[config.mk]
export PLATFORM = sky130hd
export DESIGN_NAME = pc_gen
export DESIGN_NICKNAME = d
export VERILOG_FILES = /design/src/rtl/pc_gen_pkg.sv /design/src/rtl/pc_ras.sv /design/src/rtl/pc_gen.sv
export SDC_FILE = /design/constraint.sdc
export NUM_CORES = 1
export LEC_CHECK = 0
export ABC_AREA = 0
export CELL_PAD_IN_SITES_DETAIL_PLACEMENT = 1
export CELL_PAD_IN_SITES_GLOBAL_PLACEMENT = 1
export CORE_ASPECT_RATIO = 0.6
export CORE_UTILIZATION = 26
export DETAILED_ROUTE_END_ITERATION = 10
export PLACE_DENSITY_LB_ADDON = 0.1
export RECOVER_POWER = 25
export SKIP_LAST_GASP = 1
export SLEW_MARGIN = 10
export SYNTH_ARGS = -nofsm -noshare
export SYNTH_HDL_FRONTEND = slang
export SYNTH_SLANG_ARGS = --single-unit
[constraint.sdc]
create_clock -name clk -period 2.8 [get_ports clk]
set_clock_uncertainty 0.15 [all_clocks]
set_input_delay 0.7 -clock clk [delete_from_list [all_inputs] [get_ports clk]]
set_output_delay 0.7 -clock clk [all_outputs]
set_load 0.03 [all_outputs]
[src/rtl/pc_gen_pkg.sv]
// Shared definitions for the fetch-stage PC generator: FSM encoding,
// default reset vector, return-address offset and alignment mask helper.
package pc_gen_pkg;

  localparam logic [1:0] ST_BOOT  = 2'd0;
  localparam logic [1:0] ST_RUN   = 2'd1;
  localparam logic [1:0] ST_FAULT = 2'd2;

  localparam logic [63:0] RESET_VEC_DFLT = 64'h8000_0000;

  // Calls are always treated as 4-byte instructions, even when ALIGN = 2.
  localparam int unsigned RET_OFS = 4;

  function automatic logic [63:0] align_mask(input int unsigned align);
    return 64'(align - 1);
  endfunction

endpackage

[src/rtl/pc_ras.sv]
// Circular return-address stack: pop-then-push on one op, overwrite-oldest
// when full, synchronous clear. Only built when PC_GEN_RAS_EN is defined.
module pc_ras
  import pc_gen_pkg::*;
#(
  parameter int unsigned XLEN  = 64,
  parameter int unsigned DEPTH = 4
) (
  input  logic            clk,
  input  logic            rst,
  input  logic            i_clr,
  input  logic            i_push,
  input  logic            i_pop,
  input  logic [XLEN-1:0] i_push_addr,
  output logic [XLEN-1:0] o_top_c,
  output logic            o_nonempty_c
);

  localparam int unsigned PW = (DEPTH > 1) ? $clog2(DEPTH) : 1;
  localparam int unsigned CW = $clog2(DEPTH + 1);

  logic [XLEN-1:0] r_mem [DEPTH];
  logic [PW-1:0]   r_top;
  logic [CW-1:0]   r_cnt;

  logic            w_pop_ok;
  logic [PW-1:0]   w_top_p;
  logic [PW-1:0]   w_top_n;
  logic [CW-1:0]   w_cnt_p;
  logic [CW-1:0]   w_cnt_n;

  // Pop is applied first so a combined call/return replaces the top entry.
  always_comb begin
    w_pop_ok = i_pop && (r_cnt != '0);
    w_top_p  = w_pop_ok ? r_top - PW'(1) : r_top;
    w_cnt_p  = i_clr ? '0 : (w_pop_ok ? r_cnt - CW'(1) : r_cnt);
    w_top_n  = i_push ? w_top_p + PW'(1) : w_top_p;
    w_cnt_n  = (i_push && (w_cnt_p != CW'(DEPTH))) ? w_cnt_p + CW'(1) : w_cnt_p;
  end

  always_ff @(posedge clk or posedge rst) begin
    if (rst) begin
      r_top <= '0;
      r_cnt <= '0;
    end else begin
      r_top <= w_top_n;
      r_cnt <= w_cnt_n;
    end
  end

  always_ff @(posedge clk) begin
    if (i_push) r_mem[w_top_n] <= i_push_addr;
  end

  assign o_top_c      = r_mem[r_top];
  assign o_nonempty_c = (r_cnt != '0);

endmodule

[src/rtl/pc_gen.sv]
// Fetch-stage program-counter generator with trap/jump/RAS/predicted-PC
// priority and misalignment parking. Optional RAS enabled by PC_GEN_RAS_EN.
module pc_gen
  import pc_gen_pkg::*;
#(
  parameter int unsigned XLEN      = 64,
  parameter logic [63:0] RESET_VEC = RESET_VEC_DFLT,
  parameter int unsigned ALIGN     = 4,
  parameter int unsigned RAS_DEPTH = 4
) (
  input  logic            clk,
  input  logic            rst,
  output logic [XLEN-1:0] fetch_o_pc,
  output logic            fetch_o_valid,
  input  logic            fetch_i_ready,
  input  logic [XLEN-1:0] fetch_i_pre_pc,
  input  logic            fetch_i_is_call,
  input  logic            fetch_i_is_ret,
  input  logic            execute_i_is_jump,
  input  logic [XLEN-1:0] execute_i_pre_pc,
  input  logic            trap_i_valid,
  input  logic [XLEN-1:0] trap_i_vec,
  output logic            pc_o_misalign
);

  localparam logic [XLEN-1:0] ALIGN_MASK = XLEN'(align_mask(ALIGN));
  localparam logic [XLEN-1:0] RET_INC    = XLEN'(RET_OFS);

  logic [1:0]      r_state;
  logic [XLEN-1:0] r_pc;
  logic            r_valid;
  logic            r_misalign;

  logic [1:0]      w_state_nxt;
  logic [XLEN-1:0] w_pc_nxt;
  logic            w_valid_nxt;
  logic            w_misalign_nxt;
  logic            w_load;
  logic [XLEN-1:0] w_target;
  logic            w_fire;
  logic            w_ras_hit;
  logic [XLEN-1:0] w_ras_top;

  assign w_fire = r_valid & fetch_i_ready;

`ifdef PC_GEN_RAS_EN
  logic w_ras_nonempty;

  pc_ras #(
    .XLEN  (XLEN),
    .DEPTH (RAS_DEPTH)
  ) u_ras (
    .clk          (clk),
    .rst          (rst),
    .i_clr        (trap_i_valid && (r_state != ST_BOOT)),
    .i_push       (w_fire & fetch_i_is_call),
    .i_pop        (w_fire & fetch_i_is_ret),
    .i_push_addr  (r_pc + RET_INC),
    .o_top_c      (w_ras_top),
    .o_nonempty_c (w_ras_nonempty)
  );

  assign w_ras_hit = w_fire & fetch_i_is_ret & w_ras_nonempty;
`else
  logic w_unused;

  assign w_ras_hit = 1'b0;
  assign w_ras_top = '0;
  assign w_unused  = ^{fetch_i_is_call, fetch_i_is_ret, 1'(RAS_DEPTH), RET_INC};
`endif

  // Target selection and state transition; a misaligned load parks in FAULT.
  always_comb begin
    w_state_nxt    = r_state;
    w_pc_nxt       = r_pc;
    w_valid_nxt    = r_valid;
    w_misalign_nxt = r_misalign;
    w_load         = 1'b0;
    w_target       = r_pc;

    case (r_state)
      ST_BOOT: begin
        w_state_nxt = ST_RUN;
        w_valid_nxt = 1'b1;
      end
      ST_RUN: begin
        if (trap_i_valid) begin
          w_load   = 1'b1;
          w_target = trap_i_vec;
        end else if (execute_i_is_jump) begin
          w_load   = 1'b1;
          w_target = execute_i_pre_pc;
        end else if (w_ras_hit) begin
          w_load   = 1'b1;
          w_target = w_ras_top;
        end else if (w_fire) begin
          w_load   = 1'b1;
          w_target = fetch_i_pre_pc;
        end
      end
      ST_FAULT: begin
        if (trap_i_valid) begin
          w_load   = 1'b1;
          w_target = trap_i_vec;
        end
      end
      default: begin
        w_state_nxt = ST_BOOT;
        w_valid_nxt = 1'b0;
      end
    endcase

    if (w_load) begin
      w_pc_nxt = w_target;
      if ((w_target & ALIGN_MASK) != '0) begin
        w_state_nxt    = ST_FAULT;
        w_valid_nxt    = 1'b0;
        w_misalign_nxt = 1'b1;
      end else begin
        w_state_nxt    = ST_RUN;
        w_valid_nxt    = 1'b1;
        w_misalign_nxt = 1'b0;
      end
    end
  end

  always_ff @(posedge clk or posedge rst) begin
    if (rst) begin
      r_state    <= ST_BOOT;
      r_pc       <= XLEN'(RESET_VEC);
      r_valid    <= 1'b0;
      r_misalign <= 1'b0;
    end else begin
      r_state    <= w_state_nxt;
      r_pc       <= w_pc_nxt;
      r_valid    <= w_valid_nxt;
      r_misalign <= w_misalign_nxt;
    end
  end

  assign fetch_o_pc    = r_pc;
  assign fetch_o_valid = r_valid;
  assign pc_o_misalign = r_misalign;

endmodule

Yosys cells after proc, flatten, opt, wreduce, memory -nomap -nowiden
Index checks and enable logic that the tools add are counted.
{ "classes": {"n_eq_ne": 5, "muxes": 17, "n_bitwise": 1, "reduce_logical": 5} }
{ "op_table": {"columns": ["op", "count"], "rows": [
  ["64-bit 2-to-1 mux", 4],
  ["64-bit one-hot mux with 2 select lines", 1],
  ["64-bit nonzero test", 1],
  ["1-bit 2-to-1 mux", 7],
  ["2-bit 2-to-1 mux", 2],
  ["4-bit inequality test (second input constant)", 1],
  ["1-bit one-hot mux with 2 select lines", 2],
  ["2-bit one-hot mux with 2 select lines", 1],
  ["4-bit AND reduction", 1],
  ["2-bit by 1-bit == test with 1-bit output (second input constant)", 1],
  ["2-bit == test (second input constant)", 1],
  ["2-bit logical NOT", 1],
  ["2-bit by 1-bit inequality test with 1-bit output (second input constant)", 1],
  ["2-bit inequality test (second input constant)", 1],
  ["2-bit nonzero test", 1],
  ["2-bit OR reduction", 1],
  ["1-bit AND", 1]
]} }
{ "totals": {"reg_bits": 68, "inputBits": 199, "out_inout_bits": 66, "wordCells": 33} }

Longest topological paths before layout
Gate-level depths: netlist of run 1.
{ "logic_depth": {"depth_word": 8, "mapped_depth": 9} }

Worst setup path before layout of run 1
OpenSTA, ideal clock, no wires.
{ "synth_path": {"path_kind": "flip-flop to flip-flop", "start": "register r_state[0]", "end": "register r_pc[10] (netlist: fetch_o_pc[10])", "arrival_time_ns": 2.079, "required_ns": 2.525, "setup_slack_ns": 0.446, "path_stages_with_launch": 10, "n_path_buf": 2, "path_cell_list": "dfrtp_1 inv_1 ha_1 a21oi_1 nor2_2 nand2_2 or2_1 buf_6 buf_12 mux2_4"} }
{ "synth_via": {"elab_chain_cells": 3, "word_cells_on_any_way": 8, "cone_classes": "4 x eq/ne; 2 x mux; 2 x reduce/logical"} }
{ "synth_lines": {"columns": ["item", "line", "text"], "rows": [
  ["from (decl)", "pc_gen.sv:29", "logic [1:0] r_state;"],
  ["from (signal assigned)", "pc_gen.sv:134", "r_state <= w_state_nxt;"],
  ["2-bit by 1-bit == test with 1-bit output / 2-bit == test (equally long branches)", "pc_gen.sv:81", "case (r_state)"],
  ["4-bit inequality test (no line), or another cell as far along", null, null],
  ["4-bit AND reduction (no line)", null, null],
  ["to (signal assigned)", "pc_gen.sv:130", "r_pc <= XLEN'(RESET_VEC);"],
  ["to (signal assigned)", "pc_gen.sv:135", "r_pc <= w_pc_nxt;"],
  ["to (decl)", "pc_gen.sv:30", "logic [XLEN-1:0] r_pc;"]
]} }
Several ways; a longest one is shown, not always the timed one.
A chain may end at the register's enable or synchronous reset.

Worst setup path in the final report of run 1
{ "layout_path": {"start": "input port fetch_i_ready", "end": "register r_state[0]"} }
{ "layout_via": {"elab_chain_cells": 8, "word_cells_on_any_way": 13, "cone_classes": "1 x eq/ne; 10 x mux; 1 x bitwise; 1 x reduce/logical"} }
{ "layout_lines": {"columns": ["item", "line", "text"], "rows": [
  ["from (decl)", "pc_gen.sv:15", "input logic fetch_i_ready,"],
  ["1-bit AND (*)", "pc_gen.sv:44", "assign w_fire = r_valid & fetch_i_ready;"],
  ["64-bit 2-to-1 mux", "pc_gen.sv:96", "end else if (w_fire) begin"],
  ["64-bit 2-to-1 mux", "pc_gen.sv:90", "end else if (execute_i_is_jump) begin"],
  ["64-bit 2-to-1 mux", "pc_gen.sv:87", "if (trap_i_valid) begin"],
  ["64-bit one-hot mux with 2 select lines", "pc_gen.sv:81", null],
  ["64-bit nonzero test", "pc_gen.sv:115", "if ((w_target & ALIGN_MASK) != '0) begin"],
  ["2-bit 2-to-1 mux", "pc_gen.sv:115", null],
  ["2-bit 2-to-1 mux", "pc_gen.sv:113", "if (w_load) begin"]
]} }
Every way passes the cells marked *; elsewhere a longest branch is shown, timed or not. The select of a mux whose other input is x is not followed.

==> results.tsv, run 1 <==
metric	value	unit
hold_violations	0	
drt_wl_total	14800	um
initial_core_util	26.7	%
worstHoldPathCells	1	
slew_headroom	-2.69	%
slew_violations	68	
post_cts_resized	0	
p_int	4.38	mW
grt_max_degree	68	
synth_cells	389	
drive_above_1_share	15.3	%
hold_ws	0.344	ns
ir_drop	368	uV
hold_class	reg -> reg	
drt-wirelength-per-cell	17.4	um
critical_path_class	in -> reg	
rows	35	
fmax	0.397	GHz
setup_violations	0	
synth-simple-area-share	7.31	%
htree_num_levels	3	
leakage	3.11	nW
seqPwrFrac	24.4	%
yosysUniqueCellTypes	32	
final.setup.tns	0	ns
cts_tree	done	
synthFlopType	dfrtp_1	
yosysWarnings	0	
p_per_area	976	nW/um^2
core	15400	um^2
p_sw_share	37.7	%
cp_max_fo	4	
cts_max_path_buffers	2	
synth_edf_count	0	
syn-num-nets	591	
drt_iter0_markers	141	
area_delta_synth_final	75.6	%
fin_crit	2.52	ns
min_to	pc_o_misalign$_DFFE_PP0N_	
syn_area	4110	um^2
synthArstFlopShare	100	%
worstMarginPinSlew	1.54	ns
overflow	0	
end_kind	flop	
io_buffers	262	
clock-sinks	67	
synth_top_family_by_area	multiplexers	
crit_required	2.89	ns
ys_seq_area_share	40.9	%
reg2reg_depth	8	
clk_latency	0.32	ns
cap_violations	1	
holdCritStartpoint	pc_o_misalign$_DFFE_PP0N_	
cts_buffers	9	
ys_ff_latch	67	
antenna_found_initial	2	
status	complete, but fails checks	
num_vias	4027	
clk_pin_slew	0.05	ns
p_sw	2.65	mW
start_kind	input pin	
grt_usage	18.1	%
reg2reg_from	r_state[0]$_DFFE_PP0P_	
reg2reg_to	fetch_o_pc[59]$_DFFE_PP0P_	
die_w	164	um
worst-r2r-setup-slack	0.44	ns
synth_fa_ha_area_share	0.914	%
grt_pass1_vias	4239	
pre_cts_slack	-0.0248	ns
rsz0062_at_grt	false	
ios	265	
ant_nets	0	
cts_root_buf	clkbuf_16	
pwr-share-comb	58.9	%
setup_ws	0.279	ns
drc	0	
via_per_inst	4.74	
die_h	99.3	um
firstDrtPassIters	4	
violations	capacitance limit, slew limit	
avgSynthCellArea	10.6	um^2
nets	844	
synth_compound_area_share	21.9	%
dieArea	16300	um^2
dp_hpwl	11500	um
gp_congestion	0.757	
cts_hold_buf	0	
synthMuxAreaShare	22.5	%
antennaDiodeCount	0	
period_share	90.0	%
total_power	7.03	mW
synth_xor_area_share	0	%
cts_setup_buffers	0	
clockPowerShare	16.7	%
cp_data_arrival_time	2.61	ns
grt_first_pass_wirelength	22900	um
==> routing by layer <==
layer	track usage, %	share of wire (%)
met1	22.2	42
met2	30.3	47
met3	6.92	10
met4	3.35	1.1
met5	0	0.18
==> cells by family (layout without fill, tap and decap cells) <==
| logic type | count (synthesis) | in the layout |
|---|---|---|
| simple gates | 74 | 74 |
| flops | 67 | 67 |
| mux | 62 | 62 |
| compound gates | 141 | 141 |
| fa+ha+maj | 3 | 3 |
| buf+inv | 42 | 300 |
==> power by group through the flow <==
| stage | Combinational, mW | Clock, mW | Sequential [mW] |
|---|---|---|---|
| after floorplan | 1.83 | 0 | 2.57 |
| after detailed placement | 4.18 | 0 | 1.73 |
| after CTS | 4.19 | 1.22 | 1.73 |
| after global placement | 4.12 | 0 | 1.70 |
| after global routing | 4.38 | 1.25 | 1.79 |
| final | 4.14 | 1.17 | 1.72 |
==> metrics by stage <==
| stage | utilization [%] | std cells | cell area, um^2 |
|---|---|---|---|
| 6_report | 46.9 | 850 | 7210 |
| 2_1_floorplan | - | 389 | 4110 |
| 3_3_place_gp | 45.0 | 834 | 6910 |
| 5_1_grt | 46.9 | 850 | 7210 |
| 3_5_place_dp | 45.0 | 834 | 6910 |
| 4_1_cts | 47.0 | 850 | 7220 |
==> layout by cell type (no fill, tap or decap), types with 2 or more instances in the layout <==
cell type / netlist / routed
dfrtp_1: 66 / 66
mux2_2: 2 / 2
buf_4: 0 / 11
buf_2: 2 / 2
clkdlybuf4s50_1: 0 / 260
mux2_4: 60 / 60
clkbuf_8: 0 / 3
buf_12: 6 / 4
clkbuf_16: 0 / 9
a211oi_1: 2 / 2
a22oi_1: 61 / 61
nor2_1: 2 / 2
inv_1: 7 / 6
nor2b_1: 2 / 2
a221oi_1: 3 / 3
a21oi_1: 2 / 2
ha_1: 3 / 3
nand2_1: 63 / 63
clkbuf_1: 23 / 2
o21ai_0: 66 / 66
o211a_1: 2 / 2
==> synthesized netlist by cell type, types with 2 or more instances <==
library cell | n | share of area [%]
a211oi_1 | 2 | 0.37
a21oi_1 | 2 | 0.24
a221oi_1 | 3 | 0.64
a22oi_1 | 61 | 11
buf_1 | 3 | 0.27
buf_12 | 6 | 2.9
buf_2 | 2 | 0.24
clkbuf_1 | 23 | 2.1
dfrtp_1 | 66 | 40
ha_1 | 3 | 0.91
inv_1 | 7 | 0.64
mux2_2 | 2 | 0.55
mux2_4 | 60 | 22
nand2_1 | 63 | 5.8
nor2_1 | 2 | 0.18
nor2b_1 | 2 | 0.30
o211a_1 | 2 | 0.49
o21ai_0 | 66 | 8.0
==> critical path: stages <==
cell and delay [ns]:
clkdlybuf4s50_1 0.49, buf_4 0.12, and3b_2 0.24, a2111oi_0 0.11, a311oi_1 0.55, nand3_1 0.19, a31oi_1 0.21
==> state kept, by name, indices dropped and copies added (netlist names) <==
name	cells
pc_o_misalign	1
r_state	2
fetch_o_pc	64
==> worst max-delay path by stage <==
stage,start,to,cells past startpoint
3_3_place_gp,fetch_i_ready,fetch_o_pc[59]$_DFFE_PP0P_,7
3_5_place_dp,fetch_i_ready,r_state[0]$_DFFE_PP0P_,7
5_1_grt,rst,fetch_o_pc[8]$_DFFE_PP0P_,3
6_report,fetch_i_ready,r_state[0]$_DFFE_PP0P_,7
4_1_cts,fetch_i_ready,r_state[0]$_DFFE_PP0P_,7
2_1_floorplan,rst,fetch_o_pc[0]$_DFFE_PP0N_,1
==> area by class of cell <==
| type | count | area [um^2] |
|---|---|---|
| inverter | 7 | 26.3 |
| tap | 203 | 254 |
| fill | 1690 | 8160 |
| sequential | 67 | 1680 |
| clock inverter | 2 | 35.0 |
| clock buffer | 14 | 274 |
| multi-input combinational | 280 | 2170 |
| timing repair buffer | 277 | 2780 |
Power figures use the tool's default switching activity.
==> run 2, diff against run 1 <==
--- a/config.mk
+++ b/config.mk
@@ -9,7 +9,8 @@
 export CELL_PAD_IN_SITES_DETAIL_PLACEMENT = 1
 export CELL_PAD_IN_SITES_GLOBAL_PLACEMENT = 1
 export CORE_ASPECT_RATIO = 0.6
-export CORE_UTILIZATION = 26
+export CORE_MARGIN = 3
+export CORE_UTILIZATION = 28
 export DETAILED_ROUTE_END_ITERATION = 10
 export PLACE_DENSITY_LB_ADDON = 0.1
 export RECOVER_POWER = 25
==> constraint.sdc (replaced) <==
create_clock -name clk -period 3.2 [get_ports clk]
set_clock_uncertainty 0.15 [all_clocks]
set_input_delay 0.8 -clock clk [delete_from_list [all_inputs] [get_ports clk]]
set_output_delay 0.8 -clock clk [all_outputs]
set_load 0.03 [all_outputs]
==> run 2 against run 1 <==
Core utilization rose by 3.7 points. Non-clock buffer count fell by 4. Global-route usage barely moved. The run now ends clean. Sequential power fell by 13%. Wire length rose by 1.1%. Sequential share of layout area rose by 0.39 points. Clock power fell by 27%. Critical path type unchanged. First-iteration DRC count fell by 26%. Critical path depth fell by 1.
==> results.tsv, run 2 (synthesis gave the netlist of run 1 again) <==
metric	value	unit	change
drive_above_1_share	14.8	%	was 15.3%
pwr-share-comb	60.2	%	was 58.9%
antenna_found_initial	0		was 2
rsz0062_at_grt	false		unchanged
drt_iter0_markers	105		was 141
dieArea	16200	um^2	was 16300 um^2
cts_setup_buffers	0		unchanged
cts_root_buf	clkbuf_16		unchanged
ios	265		unchanged
final_area	7090	um^2	was 7210 um^2
drc	0		unchanged
grt_usage	18.0	%	was 18.1%
clk_pin_slew	0.05	ns	about the same
grt_max_degree	54		was 68
p_per_area	833	nW/um^2	was 976 nW/um^2
final.fill_count	1508		was 1690
post_cts_resized	0		unchanged
slew_headroom	31.0	%	was -2.69%
p_sw_share	38.7	%	was 37.7%
start_kind	input pin		unchanged
ir_drop	466	uV	was 368 uV
gp_congestion	0.782		was 0.757
leakage	3.06	nW	was 3.11 nW
cap_violations	0		was 1
status	completed		was complete, but fails checks
slew_violations	0		was 68
core	14000	um^2	was 15400 um^2
cp_slowest_stage_delay	0.56	ns	was 0.55 ns
fin_crit	2.73	ns	
cp_slowest_cell	a311oi_1		unchanged
dp_hpwl	12100	um	was 11500 um
seqPwrFrac	25.4	%	was 24.4%
ant_nets	0		unchanged
nets	840		was 844
place_inst	819		was 834
worstMarginPinSlew	1.03	ns	was 1.54 ns
firstDrtPassIters	4		unchanged
crit_required	3.29	ns	was 2.89 ns
die_w	162	um	was 164 um
rows	33		was 35
cts_tree	done		unchanged
io_buffers	262		unchanged
cp_max_fo	13		was 4
path_cells	clkdlybuf4s50_1 > and3b_2 > a2111oi_0 > a311oi_1 > nand3_1 > a31oi_1		was clkdlybuf4s50_1 > buf_4 > and3b_2 > a2111oi_0 > a311oi_1 > nand3_1 > a31oi_1
overflow	0		unchanged
initial_core_util	29.3	%	was 26.7%
antennaDiodeCount	0		unchanged
multi_input_area	2170	um^2	unchanged
cts_buffers	9		unchanged
num_vias	3960		was 4027
final.setup.tns	0	ns	unchanged
end_kind	flop		unchanged
period_share	85.2	%	
cp_data_arrival_time	2.81	ns	was 2.61 ns
area_delta_synth_final	72.7	%	was 75.6%
total_power	5.91	mW	was 7.03 mW
final_cell_mix	clkdlybuf4s50_1, o21ai_0, dfrtp_1		unchanged
layout_commonest_cell	clkdlybuf4s50_1		unchanged
die_h	99.8	um	was 99.3 um
via_per_inst	4.75		was 4.74
hold_class	reg -> reg		unchanged
cts_hold_buf	0		unchanged
p_int	3.62	mW	was 4.38 mW
clockPowerShare	14.4	%	was 16.7%
placed_area	6850	um^2	was 6910 um^2
cts_max_path_buffers	2		unchanged
seq_area	1680	um^2	unchanged
htree_num_levels	3		unchanged
drt_wl_total	15000	um	was 14800 um
instances_no_fill	833		was 850
clk_latency	0.31	ns	was 0.32 ns
largest_register_ffs	64		unchanged
p_sw	2.28	mW	was 2.65 mW
clock-sinks	67		unchanged
grt_pass1_vias	4457		was 4239
drt-wirelength-per-cell	18.0	um	was 17.4 um
fmax	0.367	GHz	
grt_first_pass_wirelength	23300	um	was 22900 um
setup_violations	0		unchanged
critical_path_class	in -> reg		unchanged
hold_violations	0		unchanged
## run 2: routing by layer
metal  part of all wire, %  routed length (um)  up-vias  global-route usage, %
met5                     0                   0        -                      0
met4                  0.95                 142        0                   3.08
met3                   9.5                1430        8                   7.34
met2                    49                7310      153                   31.7
met1                    41                6100     1884                   21.2
li1                      -                   -     1915                      -
## run 2: power groups by stage
stage / registers (mW) / logic [mW] / clock network (mW)
6_report: 1.50 / 3.56 / 0.850
5_1_grt: 1.56 / 3.76 / 0.918
4_1_cts: 1.51 / 3.61 / 0.885
3_5_place_dp: 1.51 / 3.60 / 0
3_3_place_gp: 1.49 / 3.54 / 0
2_1_floorplan: 2.25 / 1.60 / 0
## run 2: worst paths after layout
kind / end / start / cells past startpoint / slack, ns
setup / recovery: r_state[0]$_DFFE_PP0P_ / fetch_i_ready / 6 / 0.47
hold / removal: pc_o_misalign$_DFFE_PP0N_ / pc_o_misalign$_DFFE_PP0N_ / 1 / 0.34
setup reg to reg: fetch_o_pc[58]$_DFFE_PP0P_ / r_state[0]$_DFFE_PP0P_ / 8 / 0.76
hold reg to reg: pc_o_misalign$_DFFE_PP0N_ / pc_o_misalign$_DFFE_PP0N_ / 1 / 0.34
max in group asynchronous: fetch_o_pc[61]$_DFFE_PP0P_ / rst / 3 / 0.63
min in group asynchronous: fetch_o_pc[49]$_DFFE_PP0P_ / rst / 2 / 1.03
## run 2: per-stage QoR
step                worst slack (ns)  hold slack, ns  utilization, %
finish                         0.473           0.339            50.6
global route                   0.299           0.376            50.6
CTS                            0.451           0.343            50.7
detailed placement             0.131           0.326            48.9
global placement               0.264           0.325            48.9
floorplan                      0.568           0.370               -
## run 2: final cells by class
| type | count | area share, % |
|---|---|---|
| repair buffers | 273 | 38.4 |
| clock inverters | 5 | 0.459 |
| multi-input cells | 280 | 30.6 |
| inverters | 7 | 0.371 |
| well taps | 192 | 3.39 |
| clock buffers | 9 | 3.18 |
| flip-flops and latches | 67 | 23.7 |
## run 2: worst max-delay path, delay by kind of cell
kind	cells	cell delay, ns
compound gates	3	0.92
buf+inv	1	0.52
simple gates	2	0.58
